$ cat src/rtl/if_fetch_unit.sv
// Instruction-fetch stage: PC register, req/ack imem port, one-entry output buffer to decode.
// Define IF_PERF_CNT_EN to add the fetch and flush performance counters.
module if_fetch_unit #(
   parameter logic [31:0] RESET_PC = 32'h0000_3000,
   parameter logic [31:0] PC_STEP  = 32'd4
) (
   input  logic        clk,
   input  logic        rst_n,
   output logic        o_imem_req,
   output logic [31:0] o_imem_addr,
   input  logic        i_imem_ack,
   input  logic [31:0] i_imem_rdata,
   output logic        o_out_valid,
   input  logic        i_out_ready,
   output logic [31:0] o_out_pc,
   output logic [31:0] o_out_instr,
   input  logic [1:0]  i_redir_sel,
   input  logic [31:0] i_branch_target,
   input  logic [31:0] i_jump_target,
   input  logic [31:0] i_jr_target
`ifdef IF_PERF_CNT_EN
   ,
   output logic [31:0] o_perf_fetch_cnt,
   output logic [31:0] o_perf_flush_cnt
`endif
);

   typedef enum logic [1:0] {
      S_IDLE    = 2'd0,
      S_FETCH   = 2'd1,
      S_BLOCKED = 2'd2
   } state_t;

   state_t      r_state;
   state_t      w_state_next;
   logic [31:0] r_pc;
   logic        r_out_valid;
   logic [31:0] r_out_pc;
   logic [31:0] r_out_instr;

   logic        w_buf_free;
   logic        w_redir;
   logic        w_req;
   logic        w_capture;
   logic [31:0] w_target;

   assign w_buf_free = !r_out_valid || i_out_ready;
   assign w_redir    = (i_redir_sel != 2'b00);
   assign w_capture  = w_req && i_imem_ack;

   always_comb begin
      w_target = i_branch_target;
      unique case (i_redir_sel)
         2'b10:   w_target = i_jump_target;
         2'b11:   w_target = i_jr_target;
         default: w_target = i_branch_target;
      endcase
   end

   // Redirect overrides everything: request is withheld so a same-cycle ack is discarded.
   always_comb begin
      w_state_next = r_state;
      w_req        = 1'b0;
      unique case (r_state)
         S_IDLE: w_state_next = S_FETCH;
         S_FETCH: begin
            if (r_out_valid && !i_out_ready)
               w_state_next = S_BLOCKED;
            else
               w_req = 1'b1;
         end
         S_BLOCKED: begin
            if (i_out_ready)
               w_state_next = S_FETCH;
         end
         default: w_state_next = S_IDLE;
      endcase
      if (w_redir) begin
         w_req        = 1'b0;
         w_state_next = S_FETCH;
      end
   end

   always_ff @(posedge clk or negedge rst_n) begin
      if (!rst_n)
         r_state <= S_IDLE;
      else
         r_state <= w_state_next;
   end

   always_ff @(posedge clk or negedge rst_n) begin
      if (!rst_n) begin
         r_pc        <= RESET_PC;
         r_out_valid <= 1'b0;
         r_out_pc    <= 32'd0;
         r_out_instr <= 32'd0;
      end else if (w_redir) begin
         r_pc        <= w_target;
         r_out_valid <= 1'b0;
      end else if (w_capture) begin
         r_pc        <= r_pc + PC_STEP;
         r_out_valid <= 1'b1;
         r_out_pc    <= r_pc;
         r_out_instr <= i_imem_rdata;
      end else if (i_out_ready) begin
         r_out_valid <= 1'b0;
      end
   end

`ifdef IF_PERF_CNT_EN
   logic [31:0] r_perf_fetch_cnt;
   logic [31:0] r_perf_flush_cnt;

   always_ff @(posedge clk or negedge rst_n) begin
      if (!rst_n) begin
         r_perf_fetch_cnt <= 32'd0;
         r_perf_flush_cnt <= 32'd0;
      end else begin
         if (w_capture)
            r_perf_fetch_cnt <= r_perf_fetch_cnt + 32'd1;
         if (w_redir)
            r_perf_flush_cnt <= r_perf_flush_cnt + 32'd1;
      end
   end

   assign o_perf_fetch_cnt = r_perf_fetch_cnt;
   assign o_perf_flush_cnt = r_perf_flush_cnt;
`endif

   assign o_imem_req  = w_req;
   assign o_imem_addr = r_pc;
   assign o_out_valid = r_out_valid;
   assign o_out_pc    = r_out_pc;
   assign o_out_instr = r_out_instr;

endmodule

$ cat config.mk
export PLATFORM = sky130hd
export DESIGN_NAME = if_fetch_unit
export DESIGN_NICKNAME = d
export VERILOG_FILES = /design/src/rtl/if_fetch_unit.sv
export SDC_FILE = /design/constraint.sdc
export NUM_CORES = 1
export LEC_CHECK = 0
export CAP_MARGIN = 20
export CORE_MARGIN = 4
export CORE_UTILIZATION = 45
export DETAILED_ROUTE_END_ITERATION = 7
export PLACE_DENSITY = 0.87
export SLEW_MARGIN = 20
export SYNTH_ARGS = -nofsm -noshare
export SYNTH_HDL_FRONTEND = slang
export SYNTH_SLANG_ARGS = --single-unit
$ cat constraint.sdc
create_clock -name clk -period 5.9 [get_ports clk]
set_clock_uncertainty 0.1 [all_clocks]
set_input_delay 1.475 -clock clk [delete_from_list [all_inputs] [get_ports clk]]
set_output_delay 1.475 -clock clk [all_outputs]
set_load 0.1 [all_outputs]
==> impl_metrics.sql, run 1 <==
INSERT INTO impl_metrics (metric_group, metric, value, unit) VALUES
('timing', 'grt_setup_unrepaired', 'no', ''),
('timing', 'worst_slack', '1.59', 'ns'),
('clocking', 'cts.root.buffer_cell', 'clkbuf_8', ''),
('synthesis', 'yosys_warning_total', '0', ''),
('timing', 'final_hold_vio_count', '0', ''),
('run_status', 'outcome', 'completed', ''),
('timing', 'timing.max_slew.rel_slack', '31.3', '%'),
('worst_setup_path', 'timing.rr.end', 'o_out_pc[29]', ''),
('synthesis', 'synthesis.instances', '443', ''),
('synthesis', 'dominant_combinational_cell_family_by_area_after_synthesis', 'multiplexers', ''),
('route', 'initialDrtViolationCount', '327', ''),
('worst_setup_path', 'worstPathCellList', 'clkdlybuf4s50_1 > nand2b_1 > and3_1 > buf_4', ''),
('layout', 'layout_commonest_cell', 'clkdlybuf4s50_1', ''),
('layout', 'final_net_count', '802', ''),
('synthesis', 'net_count_of_the_mapped_netlist', '578', ''),
('placed_design', 'detailedPlace.worstSlack', '1.46', 'ns'),
('synthesis', 'postSynthRegisterBits', '99', ''),
('layout', 'final_cell_mix', '227 x clkdlybuf4s50_1, 127 x nand2_1, 97 x dfrtp_1', ''),
('synthesis', 'seq_area_frac_synth', '50.6', '%'),
('layout', 'layout_overhead_on_the_synthesized_area', '53.7', '%'),
('placed_design', 'post-dp-hpwl', '11900', 'µm'),
('clocking', 'clk_pin_slew', '0.09', 'ns'),
('route', 'drt_pre_antenna_iters', '5', ''),
('synthesis', 'yosysUniqueCellTypes', '43', ''),
('timing', 'final_period_minus_worst_setup_slack', '4.31', 'ns'),
('floorplan', 'floorplan.io_pins', '232', ''),
('synthesis', 'synth_top_cell_area_share', '49.5', '%'),
('timing', 'setup_viol', '0', ''),
('grt', 'pin_count_of_the_biggest_net_entering_global_routing', '57', ''),
('worst_setup_path', 'crit_family', 'buffers and inverters', ''),
('job', 'max_cap_viol_count', '0', ''),
('synthesis', 'post_synth.cell_area_avg', '11.1', 'µm²'),
('clocking', 'post_cts.repair.setup_buffers', '0', ''),
('route', 'route.final.wire_length', '15400', 'µm'),
('clocking', 'cts_h_tree_depth', '3', ''),
('clocking', 'cts_tree', 'built', ''),
('worst_setup_path', 'critical_path.n_buffers_inverters', '2', ''),
('clocking', 'total_cts_buffers', '9', ''),
('floorplan', 'start_util', '46.9', '%'),
('floorplan', 'floorplan.die_area', '12600', 'µm²'),
('placed_design', 'port_buffers', '231', ''),
('route', 'total_via_count_in_the_routed_design', '4454', ''),
('synthesis', 'yosys-mux-area-fraction', '19.3', '%'),
('worst_hold_path', 'hold_wc_startpoint', 'o_out_pc[1]', ''),
('power_and_ir_drop', 'pwr_density', '388', 'nW/µm²'),
('clocking', 'max-clock-path-buffers', '2', ''),
('layout', 'final_layout_size_suffix_gt1_share', '13.5', '%'),
('synthesis', 'synth_edf_count', '0', ''),
('timing', 'timing.final.max_slew_violations', '0', ''),
('route', 'drt-vias-per-instance', '5.51', ''),
('grt', 'global_route.overflow_total', '0', ''),
('worst_setup_path', 'cpMaxStageDelayCell', 'clkdlybuf4s50_1', ''),
('synthesis', 'yosys.area_share.xor_xnor', '3.93', '%'),
('route', 'route.antenna.remaining_nets', '0', ''),
('clocking', 'clock_sink_count', '99', ''),
('worst_setup_path', 'critical_path_peak_fanout', '7', ''),
('clocking', 'clk_latency', '0.36', 'ns'),
('timing', 'timing.fmax', '0.232', 'GHz'),
('worst_hold_path', 'min_delay_worst_endpoint', 'o_out_pc[1]', ''),
('layout', 'num_antenna_cells', '0', ''),
('worst_setup_path', 'rrSetupSlack', '2.89', 'ns'),
('placed_design', 'routabilityCongestion', '0.873', ''),
('floorplan', 'design.core.area', '10500', 'µm²'),
('floorplan', 'die_width', '112', 'µm'),
('route', 'avgRoutedWirePerCell', '19.1', 'µm'),
('worst_setup_path', 'worstSetupEndpointType', 'primary output', ''),
('worst_setup_path', 'timing.critical_path.required', '4.32', 'ns'),
('synthesis', 'adder_cell_share_of_the_synthesized_area', '0.255', '%'),
('worst_setup_path', 'crit-reg2reg-launch', 'r_state[1]', ''),
('timing', 'tightest_slew', '1.03', 'ns'),
('worst_hold_path', 'whs_path_depth', '2', '');
cells in the mapped netlist (2+ instances only):
cell type,n
nand2_1,128
dfrtp_1,97
mux2_2,28
mux4_2,25
clkbuf_1,13
nor2_1,13
nand4_1,12
xnor2_1,12
buf_2,10
xor2_1,10
a21oi_1,8
nand3_1,8
mux2i_1,7
and3_1,6
nor2b_1,6
nor3_1,6
o21ai_0,6
nor4_1,5
inv_1,4
a211oi_1,3
a21boi_0,3
nand2b_1,3
or2_2,3
a221oi_1,2
a22o_1,2
a311oi_1,2
a31oi_1,2
and2_1,2
and4_1,2
dfstp_2,2
worst max path at each step:
stage	start	to	slack [ns]	depth (start not counted)
2_1_floorplan	i_redir_sel[0]	o_imem_req	1.60	3
3_3_place_gp	i_out_ready	o_out_pc[28]	1.58	6
3_5_place_dp	i_out_ready	o_out_pc[29]	1.46	6
4_1_cts	i_out_ready	o_imem_req	1.60	4
5_1_grt	i_out_ready	o_imem_req	1.53	4
6_report	i_out_ready	o_imem_req	1.59	4
flip-flops by register name, indices dropped and copies added (netlist names):
| name | flops |
|---|---|
| o_out_pc | 32 |
| o_out_valid | 1 |
| o_out_instr | 32 |
| r_state | 2 |
| o_imem_addr | 32 |
layer usage:
layer / vias to the layer above / global-route usage, % / routed length (µm)
li1: 2009 / - / -
met1: 2189 / 27.1 / 5770
met2: 230 / 43.7 / 8210
met3: 26 / 5.98 / 1200
met4: 0 / 8.89 / 273
met5: - / 0 / 0
report_power, final:
group	switching, mW	leakage [nW]	internal, mW
Combinational	1.14	1.89	0.404
Clock	0.237	0.113	0.234
Sequential	0.105	1.19	0.804
worst register-to-register path, delay by kind of cell, from the launching register on:
kind | cells | cell delay [ns]
multiplexers | 1 | 0.30
buffers and inverters | 1 | 0.48
flip-flops | 1 | 0.41
AND/OR/NAND/NOR | 3 | 1.61
final cells by class:
cell class	count	area (µm²)
fill	739	2930
sequential	99	2480
timing repair buffer	236	2330
multi-input combinational	317	2320
tap	136	170
clock buffer	12	165
clock inverter	4	56.3
inverter	4	15.0
through the flow:
step	hold slack (ns)	area, µm²	util [%]	cells	power (mW)
after floorplan	0.466	4900	-	443	2.02
after global placement	0.357	7320	69.9	792	2.44
after detailed placement	0.362	7320	69.9	792	2.47
after CTS	0.385	7540	72.0	808	2.94
after global routing	0.411	7540	72.0	808	3.02
final	0.382	7540	72.0	808	2.92
cell families (layout without fill, tap and decap cells):
| logic type | Yosys count | in the layout |
|---|---|---|
| AO/OA/AOI/OAI | 33 | 33 |
| XOR/XNOR | 22 | 22 |
| adder cells (fa/ha/maj) | 1 | 1 |
| buffers and inverters | 27 | 256 |
| flip-flops | 99 | 99 |
| multiplexers | 60 | 60 |
| AND/OR/NAND/NOR | 201 | 201 |
(Power assumes the default switching activity.)
==> run 2, diff against run 1 <==
--- a/config.mk
+++ b/config.mk
@@ -7,9 +7,9 @@
 export LEC_CHECK = 0
 export CAP_MARGIN = 20
 export CORE_MARGIN = 4
-export CORE_UTILIZATION = 45
+export CORE_UTILIZATION = 41
 export DETAILED_ROUTE_END_ITERATION = 7
-export PLACE_DENSITY = 0.87
+export PLACE_DENSITY = 0.8
 export SLEW_MARGIN = 20
 export SYNTH_ARGS = -nofsm -noshare
 export SYNTH_HDL_FRONTEND = slang
==> constraint.sdc (replaced) <==
create_clock -name clk -period 4.3 [get_ports clk]
set_clock_uncertainty 0.1 [all_clocks]
set_input_delay 1.075 -clock clk [delete_from_list [all_inputs] [get_ports clk]]
set_output_delay 1.075 -clock clk [all_outputs]
set_load 0.1 [all_outputs]
==> impl_metrics.sql, run 2 (same netlist as run 1, synthesis figures left out) <==
INSERT INTO impl_metrics (metric_group, metric, value, unit) VALUES
('run_status', 'outcome', 'completed', ''),
('worst_setup_path', 'critical_path_peak_fanout', '7', ''),
('worst_setup_path', 'crit-reg2reg-launch', 'r_state[1]', ''),
('grt', 'antenna_found_initial', '0', ''),
('clocking', 'clk_latency', '0.34', 'ns'),
('power_and_ir_drop', 'worst_ir_drop_vdd', '381', 'µV'),
('placed_design', 'post-dp-hpwl', '11400', 'µm'),
('layout', 'layout_commonest_cell', 'clkdlybuf4s50_1', ''),
('power_and_ir_drop', 'power_leakage', '3.26', 'nW'),
('worst_setup_path', 'critical_path.startpoint', 'i_out_ready', ''),
('route', 'total_via_count_in_the_routed_design', '4313', ''),
('floorplan', 'die_width', '117', 'µm'),
('route', 'route.antenna.remaining_nets', '0', ''),
('route', 'avgRoutedWirePerCell', '18.3', 'µm'),
('power_and_ir_drop', 'pwr_density', '547', 'nW/µm²'),
('floorplan', 'floorplan.io_pins', '232', ''),
('clocking', 'cts_h_tree_depth', '3', ''),
('timing', 'grt_setup_unrepaired', 'no', ''),
('placed_design', 'port_buffers', '231', ''),
('clocking', 'cts-hold-fix-buffers', '0', ''),
('layout', 'final_net_count', '805', ''),
('timing', 'final_min_period_over_clock_period', '81.8', '%'),
('grt', 'globalRouteTotalUtil', '21.8', '%'),
('clocking', 'clock_sink_count', '99', ''),
('worst_setup_path', 'capture_point_of_the_critical_path', 'o_imem_req', ''),
('timing', 'final_period_minus_worst_setup_slack', '3.52', 'ns'),
('layout', 'layout_overhead_on_the_synthesized_area', '56.5', '%'),
('floorplan', 'floorplan.die_area', '13800', 'µm²'),
('floorplan', 'start_util', '42.4', '%'),
('floorplan', 'std_cell_rows', '39', ''),
('worst_setup_path', 'worst_ep_arrival_time', '2.34', 'ns'),
('grt', 'grt_first_pass_wirelength', '24000', 'µm'),
('worst_setup_path', 'timing_worst_setup_path_type', 'in -> out', ''),
('route', 'remaining_drcs', '0', ''),
('grt', 'via_count_of_the_first_global_routing_pass', '4646', ''),
('clocking', 'cts_tree', 'built', ''),
('placed_design', 'routabilityCongestion', '0.818', ''),
('floorplan', 'die_y', '117', 'µm'),
('job', 'max_cap_viol_count', '0', ''),
('timing', 'timing.max_slew.rel_slack', '31.2', '%'),
('grt', 'pin_count_of_the_biggest_net_entering_global_routing', '52', ''),
('worst_setup_path', 'worstPathCellList', 'clkdlybuf4s50_1 > nand2b_1 > and3_1 > buf_12', ''),
('placed_design', 'detailedPlace.worstSlack', '0.672', 'ns'),
('worst_setup_path', 'r2r_cells', '5', ''),
('timing', 'tightest_slew', '1.03', 'ns'),
('timing', 'fin_tns_setup', '0', 'ns'),
('timing', 'final_hold_vio_count', '0', ''),
('timing', 'timing.final.max_slew_violations', '0', ''),
('layout', 'final_cell_area', '7680', 'µm²'),
('grt', 'global_route.overflow_total', '0', ''),
('layout', 'num-fill-cells', '922', ''),
('layout', 'final_cell_mix', '227 x clkdlybuf4s50_1, 127 x nand2_1, 97 x dfrtp_1', ''),
('worst_setup_path', 'worst_setup_path_start_kind', 'input pin', ''),
('worst_setup_path', 'rrSetupSlack', '1.77', 'ns'),
('worst_setup_path', 'timing.critical_path.required', '3.12', 'ns'),
('route', 'drt-vias-per-instance', '5.29', ''),
('clocking', 'max-clock-path-buffers', '2', ''),
('worst_setup_path', 'worstSetupEndpointType', 'primary output', ''),
('power_and_ir_drop', 'finalPower', '4.20', 'mW'),
('floorplan', 'design.core.area', '11600', 'µm²'),
('layout', 'num_antenna_cells', '0', ''),
('timing', 'setup_viol', '0', ''),
('timing', 'worst_slack', '0.784', 'ns'),
('worst_setup_path', 'cpMaxStageDelayCell', 'clkdlybuf4s50_1', ''),
('route', 'route.final.wire_length', '14900', 'µm'),
('worst_setup_path', 'timing.rr.end', 'o_imem_addr[27]', ''),
('timing', 'timing.fmax', '0.284', 'GHz'),
('layout', 'final_layout_size_suffix_gt1_share', '13.5', '%'),
('worst_setup_path', 'worst_path_largest_cell_delay', '0.51', 'ns'),
('clocking', 'post_cts_resized', '0', ''),
('clocking', 'post_cts.repair.setup_buffers', '0', ''),
('clocking', 'clk_pin_slew', '0.06', 'ns'),
('placed_design', 'placed_cell_area', '7370', 'µm²'),
('clocking', 'cts.root.buffer_cell', 'clkbuf_16', ''),
('route', 'initialDrtViolationCount', '186', ''),
('worst_hold_path', 'hold_path.class', 'reg -> reg', ''),
('clocking', 'total_cts_buffers', '9', ''),
('route', 'drt_pre_antenna_iters', '4', '');
[run 2: cell count changes in the layout (fill, tap and decap cells not counted), sizes merged]
cell	change
buf	+3
inv	-1
clkbuf	-2
bufinv	+1
clkinv	-1
[run 2: worst min-delay path by stage]
stage / start / end / slack [ns] / cells after the start
after global placement: o_out_instr[24] / o_out_instr[24] / 0.36 / 2
after floorplan: r_state[0] / r_state[1] / 0.47 / 3
after global routing: o_out_instr[8] / o_out_instr[8] / 0.40 / 2
after CTS: o_out_pc[0] / o_out_pc[0] / 0.38 / 2
after detailed placement: o_out_pc[0] / o_out_pc[0] / 0.36 / 2
final: o_out_instr[12] / o_out_instr[12] / 0.38 / 2
[run 2: layout make-up]
type	instances	area (µm²)	area share (%)
flip-flops and latches	99	2480	32.3
repair buffers	239	2380	31.0
multi-input cells	317	2320	30.2
clock buffers	10	239	3.11
well taps	143	179	2.33
clock inverters	3	65.1	0.848
inverters	4	15.0	0.196
[run 2: through the flow]
stage                     hold WS [ns]  std cells  util, %
after global routing             0.399        815     66.4
final                            0.375        815     66.4
after CTS                        0.379        815     66.4
after detailed placement         0.362        802     63.7
after global placement           0.358        802     63.7
after floorplan                  0.466        443        -
[run 2: layer usage]
layer / vias to the layer above / share of wire, % / GRT usage [%]
met1: 2111 / 40 / 26.1
met2: 179 / 50 / 38.2
met4: 0 / 1.7 / 6.52
met3: 18 / 8.1 / 6.26
li1: 2005 / - / -
met5: - / 0 / 0
[run 2: worst max-delay path: cells and delay by family]
| kind | cells | cell delay (ns) |
|---|---|---|
| buffers and inverters | 2 | 0.70 |
| AND/OR/NAND/NOR | 2 | 0.56 |
[run 2: where the power goes]
part | internal, mW | leakage [nW] | switching, mW
registers | 1.11 | 1.19 | 0.139
logic | 0.559 | 1.91 | 1.56
clock network | 0.515 | 0.150 | 0.321
==> run 3, diff against run 2 <==
==> constraint.sdc (replaced) <==
create_clock -name clk -period 3.5 [get_ports clk]
set_clock_uncertainty 0.1 [all_clocks]
set_input_delay 0.875 -clock clk [delete_from_list [all_inputs] [get_ports clk]]
set_output_delay 0.875 -clock clk [all_outputs]
set_load 0.1 [all_outputs]
==> impl_metrics.sql, run 3 (same netlist as run 1, synthesis figures left out) <==
INSERT INTO impl_metrics (metric_group, metric, value, unit) VALUES
('worst_setup_path', 'timing.rr.end', 'o_imem_addr[16]', ''),
('run_status', 'outcome', 'completed', ''),
('clocking', 'clock_sink_count', '99', ''),
('worst_setup_path', 'worstSetupEndpointType', 'primary output', ''),
('timing', 'fin_tns_setup', '0', 'ns'),
('clocking', 'cts.root.buffer_cell', 'clkbuf_16', ''),
('worst_setup_path', 'timing_worst_setup_path_type', 'in -> out', ''),
('layout', 'final_core_util', '64.7', '%'),
('worst_hold_path', 'hold_wc_startpoint', 'o_out_instr[0]', ''),
('layout', 'final_net_count', '809', ''),
('clocking', 'clk_latency', '0.35', 'ns'),
('grt', 'global_route.overflow_total', '0', ''),
('timing', 'final_min_period_over_clock_period', '88.1', '%'),
('timing', 'final_hold_vio_count', '0', ''),
('clocking', 'total_cts_buffers', '9', ''),
('route', 'initialDrtViolationCount', '242', ''),
('floorplan', 'floorplan.io_pins', '232', ''),
('route', 'route.antenna.remaining_nets', '0', ''),
('power_and_ir_drop', 'power_leakage', '3.39', 'nW'),
('timing', 'setup_viol', '0', ''),
('placed_design', 'post-dp-hpwl', '11700', 'µm'),
('floorplan', 'floorplan.die_area', '13800', 'µm²'),
('clocking', 'post_cts_resized', '0', ''),
('timing', 'timing.final.max_slew_violations', '0', ''),
('timing', 'smallest_hold_slack', '0.381', 'ns'),
('worst_hold_path', 'whs_path_depth', '2', ''),
('grt', 'pin_count_of_the_biggest_net_entering_global_routing', '53', ''),
('grt', 'antenna_found_initial', '0', ''),
('floorplan', 'die_width', '117', 'µm'),
('floorplan', 'std_cell_rows', '39', ''),
('power_and_ir_drop', 'finalPower', '5.13', 'mW'),
('worst_setup_path', 'r2r_cells', '6', ''),
('clocking', 'clk_pin_slew', '0.06', 'ns'),
('clocking', 'cts_h_tree_depth', '3', ''),
('route', 'drt_pre_antenna_iters', '4', ''),
('grt', 'grt_first_pass_wirelength', '24300', 'µm'),
('layout', 'final-instance-count-excl-fill', '822', ''),
('grt', 'via_count_of_the_first_global_routing_pass', '4560', ''),
('floorplan', 'die_y', '117', 'µm'),
('timing', 'final_period_minus_worst_setup_slack', '3.08', 'ns'),
('layout', 'num_antenna_cells', '0', ''),
('power_and_ir_drop', 'worst_ir_drop_vdd', '566', 'µV'),
('worst_setup_path', 'critical_path_peak_fanout', '7', ''),
('timing', 'tightest_slew', '0.855', 'ns'),
('layout', 'final_layout_size_suffix_gt1_share', '28.7', '%'),
('worst_hold_path', 'min_delay_worst_endpoint', 'o_out_instr[0]', ''),
('power_and_ir_drop', 'pwr_density', '686', 'nW/µm²'),
('clocking', 'cts-hold-fix-buffers', '0', ''),
('worst_setup_path', 'worst_ep_arrival_time', '2.11', 'ns'),
('floorplan', 'start_util', '42.4', '%'),
('timing', 'worst_slack', '0.418', 'ns'),
('placed_design', 'place_inst', '806', ''),
('route', 'total_via_count_in_the_routed_design', '4314', ''),
('worst_setup_path', 'worst_setup_path_start_kind', 'input pin', ''),
('timing', 'grt_setup_unrepaired', 'no', ''),
('worst_setup_path', 'rrSetupSlack', '0.94', 'ns'),
('placed_design', 'port_buffers', '231', ''),
('route', 'route.final.wire_length', '15100', 'µm'),
('worst_setup_path', 'crit-reg2reg-launch', 'o_imem_addr[2]', ''),
('placed_design', 'detailedPlace.worstSlack', '0.291', 'ns'),
('placed_design', 'routabilityCongestion', '0.853', ''),
('clocking', 'cts_tree', 'built', ''),
('grt', 'globalRouteTotalUtil', '22.1', '%'),
('layout', 'final_cell_area', '7480', 'µm²'),
('timing', 'timing.fmax', '0.324', 'GHz'),
('floorplan', 'design.core.area', '11600', 'µm²'),
('clocking', 'max-clock-path-buffers', '2', ''),
('worst_hold_path', 'hold_path.class', 'reg -> reg', ''),
('clocking', 'post_cts.repair.setup_buffers', '0', ''),
('route', 'remaining_drcs', '0', ''),
('route', 'avgRoutedWirePerCell', '18.4', 'µm'),
('worst_setup_path', 'critical_path.startpoint', 'i_out_ready', ''),
('job', 'max_cap_viol_count', '0', ''),
('layout', 'layout_commonest_cell', 'clkdlybuf4s50_1', ''),
('placed_design', 'placed_cell_area', '7160', 'µm²'),
('timing', 'timing.max_slew.rel_slack', '42.5', '%'),
('worst_setup_path', 'timing.critical_path.required', '2.52', 'ns'),
('layout', 'layout_overhead_on_the_synthesized_area', '52.6', '%'),
('layout', 'final_cell_mix', '130 x clkdlybuf4s50_1, 127 x nand2_1, 109 x buf_4', ''),
('route', 'drt-vias-per-instance', '5.25', '');
## run 3: changes by cell type in the layout (fill, tap and decap cells not counted)
| cell | before | now |
|---|---|---|
| clkbuf_8 | 1 | 0 |
| inv_6 | 0 | 2 |
| clkinv_4 | 0 | 1 |
| clkdlybuf4s50_1 | 227 | 130 |
| clkinvlp_4 | 0 | 1 |
| buf_4 | 8 | 109 |
## run 3: where the power goes
part / switching [mW] / internal [mW]
sequential: 0.174 / 1.36
clock: 0.443 / 0.631
combinational: 1.91 / 0.613
## run 3: area by class of cell
cell class                 count  area, µm²
clock buffer                   9        225
sequential                    99       2480
fill                         932       4080
multi-input combinational    317       2320
timing repair buffer         243       2170
tap                          143        179
clock inverter                 7       98.8
inverter                       4       15.0
## run 3: critical path, stage by stage
cell and delay, ns:
clkdlybuf4s50_1 0.50, nand2b_1 0.26, and3_1 0.27, buf_12 0.19
## run 3: routing by layer
metal / part of all wire, % / global-route usage [%] / vias up
met4: 1.9 / 7.04 / 0
met2: 50 / 37.2 / 180
met1: 40 / 27.3 / 2096
met3: 8.4 / 7.03 / 19
li1: - / - / 2019
met5: 0 / 0 / -
## run 3: how the worst max path moves through the flow
stage	to	cells past startpoint
after floorplan	o_imem_req	3
after global placement	o_imem_addr[21]	6
after detailed placement	o_imem_addr[16]	6
after CTS	o_imem_req	4
after global routing	o_imem_req	4
final	o_imem_req	4
